[src/rtl/pipe_pkg.sv]
// Shared constants and state encoding for the pipeline stage registers.
// The state value doubles as the entry count held by a 2-entry skid stage.
package pipe_pkg;

  localparam int DATA_W_DEF = 8;
  localparam int OPC_W_DEF  = 4;
  localparam int RD_W_DEF   = 3;
  localparam int CNT_W_DEF  = 16;

  localparam int OPC_NOP = 0;

  typedef enum logic [1:0] {
    EMPTY = 2'd0,
    ONE   = 2'd1,
    FULL  = 2'd2
  } pipe_state_e;

endpackage

[src/rtl/pipe_sat_counter.sv]
// Saturating up-counter with an asynchronous active-low clear.
// It stops at all-ones and only the clear brings it back to zero.
module pipe_sat_counter #(
  parameter int CNT_W = 16
) (
  input  logic             clk,
  input  logic             clr_n,
  input  logic             inc,
  output logic [CNT_W-1:0] cnt
);

  logic [CNT_W-1:0] cnt_reg;

  always_ff @(posedge clk or negedge clr_n) begin
    if (!clr_n) begin
      cnt_reg <= '0;
    end else if (inc && (cnt_reg != {CNT_W{1'b1}})) begin
      cnt_reg <= cnt_reg + CNT_W'(1);
    end
  end

  assign cnt = cnt_reg;

endmodule

[src/rtl/pipe_id_ex_skid.sv]
// ID/EX stage register with a 2-entry skid buffer, flush-to-bubble and a
// saturating count of cycles in which no instruction is presented to EX.
module pipe_id_ex_skid
  import pipe_pkg::*;
#(
  parameter int DATA_W = DATA_W_DEF,
  parameter int OPC_W  = OPC_W_DEF,
  parameter int RD_W   = RD_W_DEF,
  parameter int CNT_W  = CNT_W_DEF
) (
  input  logic              clk,
  input  logic              rstn,
  input  logic              in_valid,
  output logic              in_ready,
  input  logic [OPC_W-1:0]  opcode_in,
  input  logic [DATA_W-1:0] A_in,
  input  logic [DATA_W-1:0] B_in,
  input  logic [RD_W-1:0]   rd_in,
  input  logic              flush,
  output logic              out_valid,
  input  logic              out_ready,
  output logic [OPC_W-1:0]  opcode_out,
  output logic [DATA_W-1:0] A_out,
  output logic [DATA_W-1:0] B_out,
  output logic [RD_W-1:0]   rd_out,
  output logic [1:0]        occupancy,
  output logic [CNT_W-1:0]  bubble_cnt
);

  localparam int PAY_W = OPC_W + 2 * DATA_W + RD_W;
  localparam logic [PAY_W-1:0] NOP_PAY = {OPC_W'(OPC_NOP), {(PAY_W - OPC_W){1'b0}}};

  pipe_state_e      state_reg, state_next;
  logic [PAY_W-1:0] main_reg, main_next;
  logic [PAY_W-1:0] skid_reg, skid_next;
  logic             in_ready_reg, in_ready_next;
  logic [PAY_W-1:0] in_pay;
  logic             accept, fire;

  assign in_pay = {opcode_in, A_in, B_in, rd_in};
  assign accept = in_valid & in_ready_reg;
  assign fire   = out_valid & out_ready;

  always_comb begin
    state_next = state_reg;
    main_next  = main_reg;
    skid_next  = skid_reg;
    if (flush) begin
      // A fire in this cycle already delivered; anything offered is dropped.
      state_next = EMPTY;
      main_next  = NOP_PAY;
      skid_next  = NOP_PAY;
    end else begin
      case (state_reg)
        EMPTY: begin
          if (accept) begin
            state_next = ONE;
            main_next  = in_pay;
          end
        end
        ONE: begin
          if (accept && fire) begin
            main_next = in_pay;
          end else if (accept) begin
            state_next = FULL;
            skid_next  = in_pay;
          end else if (fire) begin
            state_next = EMPTY;
            main_next  = NOP_PAY;
          end
        end
        FULL: begin
          if (fire) begin
            state_next = ONE;
            main_next  = skid_reg;
            skid_next  = NOP_PAY;
          end
        end
        default: begin
          state_next = EMPTY;
          main_next  = NOP_PAY;
          skid_next  = NOP_PAY;
        end
      endcase
    end
  end

  // Registered ready looks one state ahead so it never depends on out_ready.
  assign in_ready_next = (state_next != FULL);

  always_ff @(posedge clk or negedge rstn) begin
    if (!rstn) begin
      state_reg    <= EMPTY;
      main_reg     <= NOP_PAY;
      skid_reg     <= NOP_PAY;
      in_ready_reg <= 1'b1;
    end else begin
      state_reg    <= state_next;
      main_reg     <= main_next;
      skid_reg     <= skid_next;
      in_ready_reg <= in_ready_next;
    end
  end

  assign in_ready  = in_ready_reg;
  assign out_valid = (state_reg != EMPTY);
  assign occupancy = state_reg;
  assign {opcode_out, A_out, B_out, rd_out} = main_reg;

  pipe_sat_counter #(
    .CNT_W(CNT_W)
  ) u_bubble_cnt (
    .clk  (clk),
    .clr_n(rstn),
    .inc  (~out_valid),
    .cnt  (bubble_cnt)
  );

endmodule

[config.mk]
export PLATFORM = sky130hd
export DESIGN_NAME = pipe_id_ex_skid
export DESIGN_NICKNAME = d
export VERILOG_FILES = /design/src/rtl/pipe_pkg.sv /design/src/rtl/pipe_sat_counter.sv /design/src/rtl/pipe_id_ex_skid.sv
export SDC_FILE = /design/constraint.sdc
export NUM_CORES = 1
export LEC_CHECK = 0
export ABC_AREA = 0
export BUFFER_PORTS_ARGS = -buffer_cell sky130_fd_sc_hd__clkbuf_2
export CAP_MARGIN = 20
export CORE_ASPECT_RATIO = 1.75
export CORE_MARGIN = 5
export CORE_UTILIZATION = 60
export CTS_BUF_LIST = sky130_fd_sc_hd__clkbuf_8
export DETAILED_ROUTE_END_ITERATION = 12
export PLACE_DENSITY = 0.91
export SYNTH_ARGS = -nofsm -noshare
export SYNTH_HDL_FRONTEND = slang
export SYNTH_SLANG_ARGS = --single-unit
[constraint.sdc]
create_clock -name clk -period 4.5 [get_ports clk]
set_input_delay 0.225 -clock clk [delete_from_list [all_inputs] [get_ports clk]]
set_output_delay 0.225 -clock clk [all_outputs]
set_load 0.05 [all_outputs]
=== After elaboration in Yosys (flattened, before gate mapping) ===
Index checks and enable logic that the tools add are counted.

* Output and inout bits: 43
* Register bits: 65

* Mux-type cells: 17
* Add/subtract/negate cells: 1
* Bitwise gates (word level): 3
* Reduce and logical (&&, ||, !) cells: 6
* Eq/ne operators: 11

{| class="wikitable"
|+ Operators by type and width
! cell !! number
|-
| $mux 23 || 8
|-
| $pmux 23 s3 || 2
|-
| $add 16x1->16 const B || 1
|-
| $ne 16x16->1 const B || 1
|-
| $mux 2 || 6
|-
| $ne 3x3->1 const B || 4
|-
| $ne 4x4->1 const B || 2
|-
| $reduce_and 4->1 || 2
|-
| $pmux 2 s3 || 1
|-
| $ne 2x2->1 const B || 2
|-
| $and 1x1->1 || 2
|-
| $eq 2x1->1 const B || 1
|-
| $eq 2x2->1 const B || 1
|-
| $logic_and 1x1->1 || 2
|-
| $logic_not 2->1 || 1
|-
| $reduce_bool 2->1 || 1
|-
| $not 1->1 || 1
|}

=== Longest topological paths before layout ===
Gate-level depths: netlist (run 1).

* Depth in word-level cells: 8
* Gate-level depth with buffers: 6

=== Modules after synthesis ===
From an unflattened synthesis (run 1), not the netlist that was laid out.

* Cell total of the unflattened synthesis: 310
* Area, all modules: 3614.7 um^2

{| class="wikitable"
|+ Modules (own cells, without submodules)
! module !! cells an instance !! area an instance (um^2) !! times used !! sequential area each (um^2)
|-
| pipe_id_ex_skid || 233 || 2730.1 || 1 || 1227.4
|-
| pipe_sat_counter || 77 || 884.6 || 1 || 400.4
|}

=== Worst setup path before layout (run 1) ===
No wires, ideal clock.

* Path type: register -> register
* Start: register u_bubble_cnt.cnt_reg[0], in the netlist u_bubble_cnt.cnt[0]
* End: register u_bubble_cnt.cnt_reg[6], in the netlist u_bubble_cnt.cnt[6]
* Buffers on the path: 0
* Setup slack: 2530 ps
* Required time: 4352 ps
* Arrival time: 1822 ps
* Cell stages (with the launch flop): 6
* Period minus slack after synthesis: 1970 ps
* Cell sequence: dfrtp_1 ha_1 nand3_2 o41ai_4 nor3_1 xor2_1

* Longest elaborated chain between the ends: 2

{| class="wikitable"
|+ RTL lines
! what !! line !! RTL
|-
| start, declared || pipe_sat_counter.sv:12 || <nowiki>logic [CNT_W-1:0] cnt_reg;</nowiki>
|-
| start signal, assigned || pipe_sat_counter.sv:18 || <nowiki>cnt_reg <= cnt_reg + CNT_W'(1);</nowiki>
|-
| parallel branches: the longest is 2 deep, another holds $add 16x1->16 || -- ||
|}

Several ways; the timed one is not identified.
A chain may end at the register's enable or synchronous reset.

=== Final worst setup path (run 1) ===
* Start: register state_reg[1], in the netlist occupancy[1]
* End: register main_reg[22]

* Longest elaborated chain between the ends: 6

{| class="wikitable"
|+ RTL lines
! what !! line !! RTL
|-
| start, declared || pipe_id_ex_skid.sv:33 || <nowiki>pipe_state_e state_reg, state_next;</nowiki>
|-
| start signal, assigned || pipe_id_ex_skid.sv:98 || <nowiki>state_reg <= state_next;</nowiki>
|-
| $reduce_bool 2->1 || pipe_id_ex_skid.sv:106 || <nowiki>assign out_valid = (state_reg != EMPTY);</nowiki>
|-
| $and 1x1->1 || pipe_id_ex_skid.sv:42 || <nowiki>assign fire = out_valid & out_ready;</nowiki>
|-
| $logic_and 1x1->1 || pipe_id_ex_skid.sv:62 || <nowiki>if (accept && fire) begin</nowiki>
|-
| $mux 23 || pipe_id_ex_skid.sv:62 ||
|-
| $pmux 23 s3 || pipe_id_ex_skid.sv:54 || <nowiki>case (state_reg)</nowiki>
|-
| $mux 23 || pipe_id_ex_skid.sv:48 || <nowiki>if (flush) begin</nowiki>
|-
| end signal, assigned || pipe_id_ex_skid.sv:99 || <nowiki>main_reg <= main_next;</nowiki>
|-
| end, declared || pipe_id_ex_skid.sv:34 || <nowiki>logic [PAY_W-1:0] main_reg, main_next;</nowiki>
|}

Several ways; a longest one is shown, not always the timed one.

==> results.sh, run 1 <==
export IMPL_vias=2363
export IMPL_vias_per_cell=5.94
export IMPL_slew_viol_final=0
export IMPL_worstPathRequired_ns=4.75
export IMPL_rsz0062_at_grt="no"
export IMPL_hold_viol_final=0
export IMPL_postLayoutCellArea_mm2=0.00360
export IMPL_dp_cells=382
export IMPL_num_antenna_cells=0
export IMPL_critPathBufInv=0
export IMPL_place_hpwl_um=4910
export IMPL_ff2ff_path_depth=4
export IMPL_yosys_warnings=0
export IMPL_avgSynthCellArea_um2=11.3
export IMPL_synth_seq_cells=65
export IMPL_cts_root_buf="clkbuf_8"
export IMPL_core_area_mm2=0.00498
export IMPL_wl_per_cell_um=17.6
export IMPL_place_gp_congestion=0.784
export IMPL_io_buffers=70
export IMPL_antenna_left=0
export IMPL_cts_buffer_depth=2
export IMPL_fin_nets=368
export IMPL_cts_made_buffers=9
export IMPL_critPathLaunch="occupancy[1]"
export IMPL_placed_area_mm2=0.00341
export IMPL_cts_resized=0
export IMPL_slowest_stage="nor2b_2"
export IMPL_cts_hold_buf=0
export IMPL_grt_max_degree=66
export IMPL_cpPeakStageDelay_ns=0.87
export IMPL_setup_viol=0
export IMPL_wirelength_um=7000
export IMPL_grt_overflow=0
export IMPL_drive_gt1_frac=0.294
export IMPL_regToRegEndpoint="main_reg[22]"
export IMPL_syn_nets=301
export IMPL_ir_drop_v=0.000406
export IMPL_cp_arrival_ns=2.47
export IMPL_clock_skew_ns=0.0105
export IMPL_path_clk_slew_ns=0.07
export IMPL_synth_flop_cell="dfrtp_1"
export IMPL_synth_cell_types=41
export IMPL_clock_fmax_mhz=451
export IMPL_cap_viol_max_count=0
export IMPL_min_period_ns=2.22
export IMPL_power_density_mw_per_mm2=447
export IMPL_hold_class="input pin to asynchronous set/reset pin"
export IMPL_cts_setup_buffers=0
export IMPL_area_growth_pct=17.6
export IMPL_synth_edf_count=0
export IMPL_crit_chain="nor2b_2 > o21ai_1 > a21o_1 > o2bb2ai_1"
export IMPL_worstSetupPathType="flip-flop to flip-flop"
export IMPL_clock_latency_ns=0.34
export IMPL_cts_tree="built"
export IMPL_grt_util_all_layers=0.226
export IMPL_async_reset_ff_frac=1.00
export IMPL_ios=71
export IMPL_cp_max_fo=25
export IMPL_fin_setup_tns_ns=0
export IMPL_cp_endpoint="main_reg[22]"
export IMPL_htree_levels=3
export IMPL_startpoint_type="flip-flop"
export IMPL_tightest_slew_ns=1.09
export IMPL_cts_sinks=65
export IMPL_ys_seq_area_frac=0.532
export IMPL_num_rows=34
export IMPL_end_kind="flip-flop"
export IMPL_outcome="completed"
export IMPL_synthCells=272
export IMPL_die_w_um=64
export IMPL_min_period_over_period=0.493
export IMPL_start_util=0.615
export IMPL_grt_pass1_wl_um=12000
export IMPL_die_h_um=104
export IMPL_crit_cells=4
export IMPL_final_cells=398
export IMPL_relSlewSlack=0.271
export IMPL_dieArea_mm2=0.00669
export IMPL_drt_iter0_markers=134
export IMPL_reg2reg_from="occupancy[1]"
export IMPL_synth_area_mm2=0.00306
export IMPL_antenna_found_initial=0
export IMPL_total_leakage_power_uw=0.00182
export IMPL_first_pass_iters=5
export IMPL_reg2reg_slack_ns=2.28
export IMPL_grt_pass1_vias=2496
export IMPL_cpLargestDelayFamily="simple AND/OR/NAND/NOR gates"
export IMPL_drc_errors=0
## layout make-up
type / instances / area [um2]
clock buffers: 10 / 138
clock inverters: 6 / 52.6
fillers: 362 / 1380
inverters: 26 / 97.6
multi-input cells: 166 / 1260
flip-flops and latches: 65 / 1630
well taps: 54 / 67.6
repair buffers: 71 / 358
## cell usage after synthesis (all sizes together), types with 3 or more instances
| cell type | n | share of area |
|---|---|---|
| a22oi | 24 | 0.059 |
| mux2i | 23 | 0.075 |
| xnor2 | 12 | 0.034 |
| nor2 | 5 | 0.0069 |
| nand4 | 7 | 0.021 |
| a21oi | 4 | 0.010 |
| nor3 | 3 | 0.0065 |
| and3 | 3 | 0.0061 |
| nand2 | 33 | 0.040 |
| o2bb2ai | 23 | 0.066 |
| nand3 | 5 | 0.0098 |
| buf | 13 | 0.025 |
| nand2b | 3 | 0.0061 |
| inv | 26 | 0.032 |
| xor2 | 4 | 0.011 |
| dfrtp | 64 | 0.52 |
## worst min-delay path by stage
stage / from / end / slack [ns] / cells past startpoint
finish: rstn / u_bubble_cnt.cnt[5] / 0.04 / 2
global placement: rstn / u_bubble_cnt.cnt[3] / 0.44 / 2
CTS: rstn / u_bubble_cnt.cnt[6] / 0.08 / 2
floorplan: rstn / main_reg[0] / -0.07 / 0
global route: rstn / u_bubble_cnt.cnt[5] / 0.12 / 2
detailed placement: rstn / u_bubble_cnt.cnt[5] / 0.45 / 2
## metrics by stage
| step | power, uW | hold slack [ns] | utilization | setup WS, ns |
|---|---|---|---|---|
| CTS | 1620 | 0.0772 | 0.723 | 2.29 |
| detailed placement | 1150 | 0.447 | 0.685 | 2.31 |
| global route | 1690 | 0.118 | 0.723 | 2.12 |
| global placement | 1130 | 0.444 | 0.685 | 2.43 |
| finish | 1610 | 0.0390 | 0.723 | 2.28 |
| floorplan | 1030 | -0.0706 | - | 2.53 |
## metal layers
layer | GRT usage | wire [um] | vias to the layer above
met5 | 0 | 0 | -
met4 | 0.0951 | 153 | 0
met3 | 0.0562 | 376 | 13
met2 | 0.378 | 3750 | 72
met1 | 0.270 | 2720 | 1185
li1 | - | - | 1093
## cell families after synthesis
family	share of synthesized area
AND/OR/NAND/NOR	0.116
flip-flops	0.532
AO/OA/AOI/OAI	0.168
buffers and inverters	0.0597
multiplexers	0.0752
XOR/XNOR	0.0458
adder cells (fa/ha/maj)	0.00409
## where the power goes
group          switching, uW  total [uW]  internal [uW]
combinational            306         419            113
sequential              70.3         714            644
clock                    212         476            264
total                    588        1610           1020
## layout by cell type (no fill, tap or decap), types with 2 or more instances in the layout
cell type	count
nor3_1	2
nor2_1	3
nor2_2	2
xnor2_1	12
clkbuf_8	10
mux2i_1	23
xor2_1	4
dfrtp_1	64
and3_1	3
nand4_1	5
o2bb2ai_1	23
nand2b_1	3
inv_1	28
a21oi_1	2
clkbuf_2	70
nand2_1	33
and4_2	2
nand3_1	4
a22oi_1	24
clkinv_2	3
Note: power is estimated with default switching activity, not from simulation.
==> run 2, diff against run 1 <==
CORE_UTILIZATION = 56   (was 60)
PLACE_DENSITY = 0.86   (was 0.91)
clock period = 2.17 ns   (was 4.5 ns; I/O delays follow)
==> results.sh, run 2 (synthesis gave the netlist of run 1 again) <==
export IMPL_drive_gt1_frac=0.297
export IMPL_drt_iter0_markers=117
export IMPL_startpoint_type="flip-flop"
export IMPL_num_rows=35
export IMPL_crit_cells=5
export IMPL_worstSetupPathType="flip-flop to flip-flop"
export IMPL_clock_latency_ns=0.33
export IMPL_cap_viol_max_count=0
export IMPL_cts_buffer_depth=2
export IMPL_worstPathRequired_ns=2.42
export IMPL_grt_pass1_vias=2501
export IMPL_grt_max_degree=66
export IMPL_final_cell_mix="clkbuf_2 (69), dfrtp_1 (64), nand2_1 (33), inv_1 (29), a22oi_1 (24)"
export IMPL_slew_viol_final=0
export IMPL_fin_setup_tns_ns=0
export IMPL_rsz0062_at_grt="no"
export IMPL_place_hpwl_um=4900
export IMPL_cp_arrival_ns=2.03
export IMPL_place_gp_congestion=0.795
export IMPL_vias=2350
export IMPL_cpPeakStageDelay_ns=0.59
export IMPL_ir_drop_v=0.000672
export IMPL_antenna_left=0
export IMPL_hold_viol_final=0
export IMPL_start_util=0.578
export IMPL_cp_max_fo=16
export IMPL_seqCellArea_mm2=0.00163
export IMPL_crit_chain="nand3_1 > a21oi_2 > buf_4 > a22oi_1 > o2bb2ai_1"
export IMPL_multi_input_area_mm2=0.00126
export IMPL_top_layer="met4"
export IMPL_core_area_mm2=0.00530
export IMPL_fin_ws_ns=0.391
export IMPL_hold_class="input pin to flip-flop"
export IMPL_hold_depth=3
export IMPL_wl_met3_um=393
export IMPL_critPathBufInv=1
export IMPL_antenna_found_initial=0
export IMPL_clock_fmax_mhz=562
export IMPL_min_period_ns=1.78
export IMPL_layout_commonest_cell="clkbuf_2"
export IMPL_slowest_stage="dfstp_2"
export IMPL_io_buffers=70
export IMPL_grt_pass1_wl_um=11900
export IMPL_die_h_um=108
export IMPL_dr_wl_met2_um=3750
export IMPL_cts_made_buffers=9
export IMPL_grt_overflow=0
export IMPL_relSlewSlack=0.460
export IMPL_cts_root_buf="clkbuf_8"
export IMPL_tightest_slew_ns=0.809
export IMPL_power_density_mw_per_mm2=906
export IMPL_cts_setup_buffers=0
export IMPL_grt_util_all_layers=0.217
export IMPL_path_clk_slew_ns=0.07
export IMPL_cts_sinks=65
export IMPL_area_growth_pct=20.9
export IMPL_wl_per_cell_um=16.6
export IMPL_outcome="completed"
export IMPL_ios=71
export IMPL_wirelength_um=7090
export IMPL_clock_skew_ns=0.00589
export IMPL_n_fill_cell=405
export IMPL_num_antenna_cells=0
export IMPL_vias_per_cell=5.50
export IMPL_setup_viol=0
export IMPL_ff2ff_path_depth=5
export IMPL_cpLargestDelayFamily="compound AO/OA/AOI/OAI gates"
export IMPL_total_leakage_power_uw=0.00186
export IMPL_fin_nets=377
export IMPL_cts_tree="built"
export IMPL_die_w_um=65.9
export IMPL_htree_levels=3
export IMPL_wl_met1_um=2780
export IMPL_pre_cts_ws_ns=0.361
export IMPL_min_period_over_period=0.820
export IMPL_first_pass_iters=4
export IMPL_dieArea_mm2=0.00710
export IMPL_end_kind="flip-flop"
export IMPL_drc_errors=0
-- run 2: per-stage QoR --
step                      cells  instance area [um2]  power [uW]  utilization  hold WS [ns]
after floorplan             272                 3060        2130            -        -0.187
after global placement      407                 3470        2370        0.655         0.329
after detailed placement    407                 3470        2390        0.655         0.329
after CTS                   427                 3700        3370        0.699      0.000474
after global routing        427                 3700        3510        0.699        0.0117
final                       427                 3700        3350        0.699       0.00637
-- run 2: repair_timing --
item / 4_1_cts / 5_1_grt
endpoints found under the hold margin: 67 / 0
gates resized for setup: 0 / 0
hold buffers: 4 / 0
-- run 2: area by class of cell --
type                       instances  area share
clock inverter                     6      0.0139
timing repair buffer              80       0.118
sequential                        65       0.440
tap                               74      0.0250
clock buffer                      10      0.0372
inverter                          26      0.0264
multi-input combinational        166       0.340
-- run 2: metal layers --
metal  vias up  GRT usage
li1       1105          -
met1      1159      0.261
met2        72      0.363
met3        14     0.0543
met4         0     0.0905
met5         -          0
-- run 2: worst paths after layout --
| path | endpoint | start | slack (ns) |
|---|---|---|---|
| worst max-delay path | main_reg[6] | in_ready | 0.39 |
| worst min-delay path | skid_reg[17] | A_in[6] | 0.006 |
| worst max register to register | main_reg[6] | in_ready | 0.39 |
| worst min register to register | main_reg[13] | main_reg[13] | 0.49 |
| max in group asynchronous | skid_reg[18] | rstn | 1.15 |
| min in group asynchronous | u_bubble_cnt.cnt[2] | rstn | 0.47 |
-- run 2: power by group --
| group | internal [uW] | switching, uW |
|---|---|---|
| registers | 1340 | 148 |
| clock network | 546 | 436 |
| logic | 246 | 644 |
| total | 2130 | 1230 |
-- run 2: worst min-delay path: stages --
cell and delay, ns:
clkbuf_2 0.09, nand2_1 0.05, mux2i_1 0.05
==> run 3, diff against run 2 <==
ABC_AREA = 1   (was 0)
CORE_UTILIZATION = 57   (was 56)
PLACE_DENSITY = 0.85   (was 0.86)
clock period = 1.65 ns   (was 2.17 ns; I/O delays follow)
==> results.sh, run 3 <==
export IMPL_outcome="completed"
export IMPL_post_route_util=0.692
export IMPL_drive_gt1_frac=0.197
export IMPL_antenna_found_initial=0
export IMPL_io_buffers=70
export IMPL_yosys_area_share_simple=0.429
export IMPL_avgSynthCellArea_um2=6.86
export IMPL_cts_root_buf="clkbuf_8"
export IMPL_async_reset_ff_frac=1.00
export IMPL_end_kind="flip-flop"
export IMPL_synth_most_common_cell="nand2_1"
export IMPL_clock_skew_ns=0.00624
export IMPL_cpPeakStageDelay_ns=0.45
export IMPL_area_growth_pct=18.5
export IMPL_setup_viol=0
export IMPL_synthTopCellsByCount="nand2_1 (259), dfrtp_1 (64), nor2_1 (57)"
export IMPL_n_fill_cell=540
export IMPL_cpLargestDelayFamily="simple AND/OR/NAND/NOR gates"
export IMPL_cp_max_fo=23
export IMPL_cts_tree="built"
export IMPL_num_rows=38
export IMPL_synth_seq_cells=65
export IMPL_synthCells=530
export IMPL_synth_edf_count=0
export IMPL_yosys_area_share_adder=0.00344
export IMPL_path_clk_slew_ns=0.07
export IMPL_core_area_mm2=0.00623
export IMPL_cp_arrival_ns=1.79
export IMPL_synth_area_top_cells="dfrtp_1 (44%), nand2_1 (27%), nor2_1 (5.9%), nand3_1 (5.8%), inv_1 (2.5%)"
export IMPL_yosys_warnings=0
export IMPL_antenna_left=0
export IMPL_worstPathRequired_ns=1.89
export IMPL_min_period_over_period=0.941
export IMPL_multi_input_area_mm2=0.00179
export IMPL_slowest_stage="dfrtp_2"
export IMPL_power_density_mw_per_mm2=1020
export IMPL_startpoint_type="flip-flop"
export IMPL_synth_top_family_by_area="simple AND/OR/NAND/NOR gates"
export IMPL_seqCellArea_mm2=0.00164
export IMPL_hold_class="input pin to flip-flop"
export IMPL_worstSetupPathType="flip-flop to flip-flop"
export IMPL_critPathBufInv=1
export IMPL_cts_buffer_depth=2
export IMPL_vias=3625
export IMPL_power_uw=4410
export IMPL_synth_top_area_frac=0.441
export IMPL_slew_viol_final=0
export IMPL_first_pass_iters=4
export IMPL_num_antenna_cells=0
export IMPL_fin_nets=635
export IMPL_synth_xor_area_share=0.0193
export IMPL_vias_per_cell=5.25
export IMPL_synth_flop_cell="dfrtp_1"
export IMPL_layout_commonest_cell="nand2_1"
export IMPL_dieArea_mm2=0.00814
export IMPL_grt_pass1_wl_um=16200
export IMPL_ir_drop_v=0.000693
export IMPL_cts_sinks=65
export IMPL_syn_nets=559
export IMPL_crit_chain="inv_2 > nand2_4 > nand4_4 > nand2_1 > nand2_2 > nand2_8 > nand2_1 > nand2_1"
export IMPL_tightest_slew_ns=0.392
export IMPL_cap_viol_max_count=0
export IMPL_relSlewSlack=0.739
export IMPL_hold_viol_final=0
export IMPL_grt_overflow=0
export IMPL_place_hpwl_um=6570
export IMPL_drc_errors=0
export IMPL_grt_util_all_layers=0.251
export IMPL_synth_top_cell_by_area="dfrtp_1"
export IMPL_cp_common_cell="nand2_1"
export IMPL_clock_latency_ns=0.35
export IMPL_synth_cell_types=25
export IMPL_wirelength_um=9280
export IMPL_htree_levels=3
export IMPL_start_util=0.584
export IMPL_ios=71
export IMPL_synth_compound_area_frac=0.0341
export IMPL_synth_area_mm2=0.00363
export IMPL_grt_max_degree=66
export IMPL_die_h_um=116
export IMPL_die_w_um=70.4
export IMPL_cts_made_buffers=9
export IMPL_drt_iter0_markers=228
export IMPL_clock_fmax_mhz=644
export IMPL_hold_slack_ns=0.0494
export IMPL_synth_mux_area_frac=0
export IMPL_total_leakage_power_uw=0.00238
export IMPL_wl_per_cell_um=13.5
export IMPL_grt_pass1_vias=3709
export IMPL_min_period_ns=1.55
export IMPL_place_gp_congestion=0.932
export IMPL_final_cell_mix="nand2_1 (259), clkbuf_2 (70), dfrtp_1 (58), nor2_1 (56), nand3_1 (42)"
export IMPL_ys_seq_area_frac=0.448
## run 3: final timing paths
path	from	end	slack (ns)	depth (start not counted)
setup / recovery	occupancy[1]	skid_reg[2]	0.1	8
hold / removal	B_in[2]	main_reg[5]	0.05	5
setup reg to reg	occupancy[1]	skid_reg[2]	0.1	8
hold reg to reg	skid_reg[4]	skid_reg[4]	0.48	2
max in group asynchronous	rstn	in_ready	1.04	3
min in group asynchronous	rstn	u_bubble_cnt.cnt[7]	0.29	3
## run 3: metal layers
layer	share of wire	vias up	GRT usage
li1	-	1791	-
met1	0.39	1682	0.281
met2	0.52	128	0.432
met3	0.058	24	0.0495
met4	0.036	0	0.160
met5	0	-	0
## run 3: layout make-up
type,instances,area share
Inverter,30,0.0267
Tap cell,80,0.0232
Clock buffer,9,0.0288
Clock inverter,6,0.00552
Timing Repair Buffer,87,0.121
Multi-Input combinational cell,413,0.415
Sequential cell,65,0.380
## run 3: metrics by stage
| step | instance area (um2) | setup WS (ns) | setup TNS (ns) | cells |
|---|---|---|---|---|
| after global routing | 4310 | -0.00150 | -0.00150 | 690 |
| after CTS | 4290 | 0.116 | 0 | 690 |
| after global placement | 4130 | 0.181 | 0 | 674 |
| after detailed placement | 4130 | 0.143 | 0 | 674 |
| after floorplan | 3650 | 0.00910 | 0 | 530 |
| final | 4310 | 0.0980 | 0 | 690 |
## run 3: what timing repair did
| action | CTS | global route |
|---|---|---|
| gates resized for setup | 0 | 4 |
| buffers inserted | 0 | 0 |
| hold buffers | 1 | 0 |
| hold endpoints to repair | 64 | 0 |
| endpoints found under the setup margin | 0 | 9 |
## run 3: power breakdown
| group | internal, uW | switching (uW) |
|---|---|---|
| logic | 379 | 1000 |
| registers | 1760 | 178 |
| clock network | 506 | 581 |
## run 3: logic make-up (layout without fill, tap and decap cells)
family	Yosys count	count (layout)
xor gates and xnor gates	8	8
buffers and inverters	52	132
and+or+nand+nor	380	380
DFF	65	65
adders and majority gates	1	1
AOI/OAI and AO/OA	24	24
## run 3: worst reg2reg max path: stages, from the launching register on
cell and delay (ns):
dfrtp_2 0.45, inv_2 0.13, nand2_4 0.11, nand4_4 0.09
nand2_1 0.08, nand2_2 0.24, nand2_8 0.18, nand2_1 0.11
nand2_1 0.06
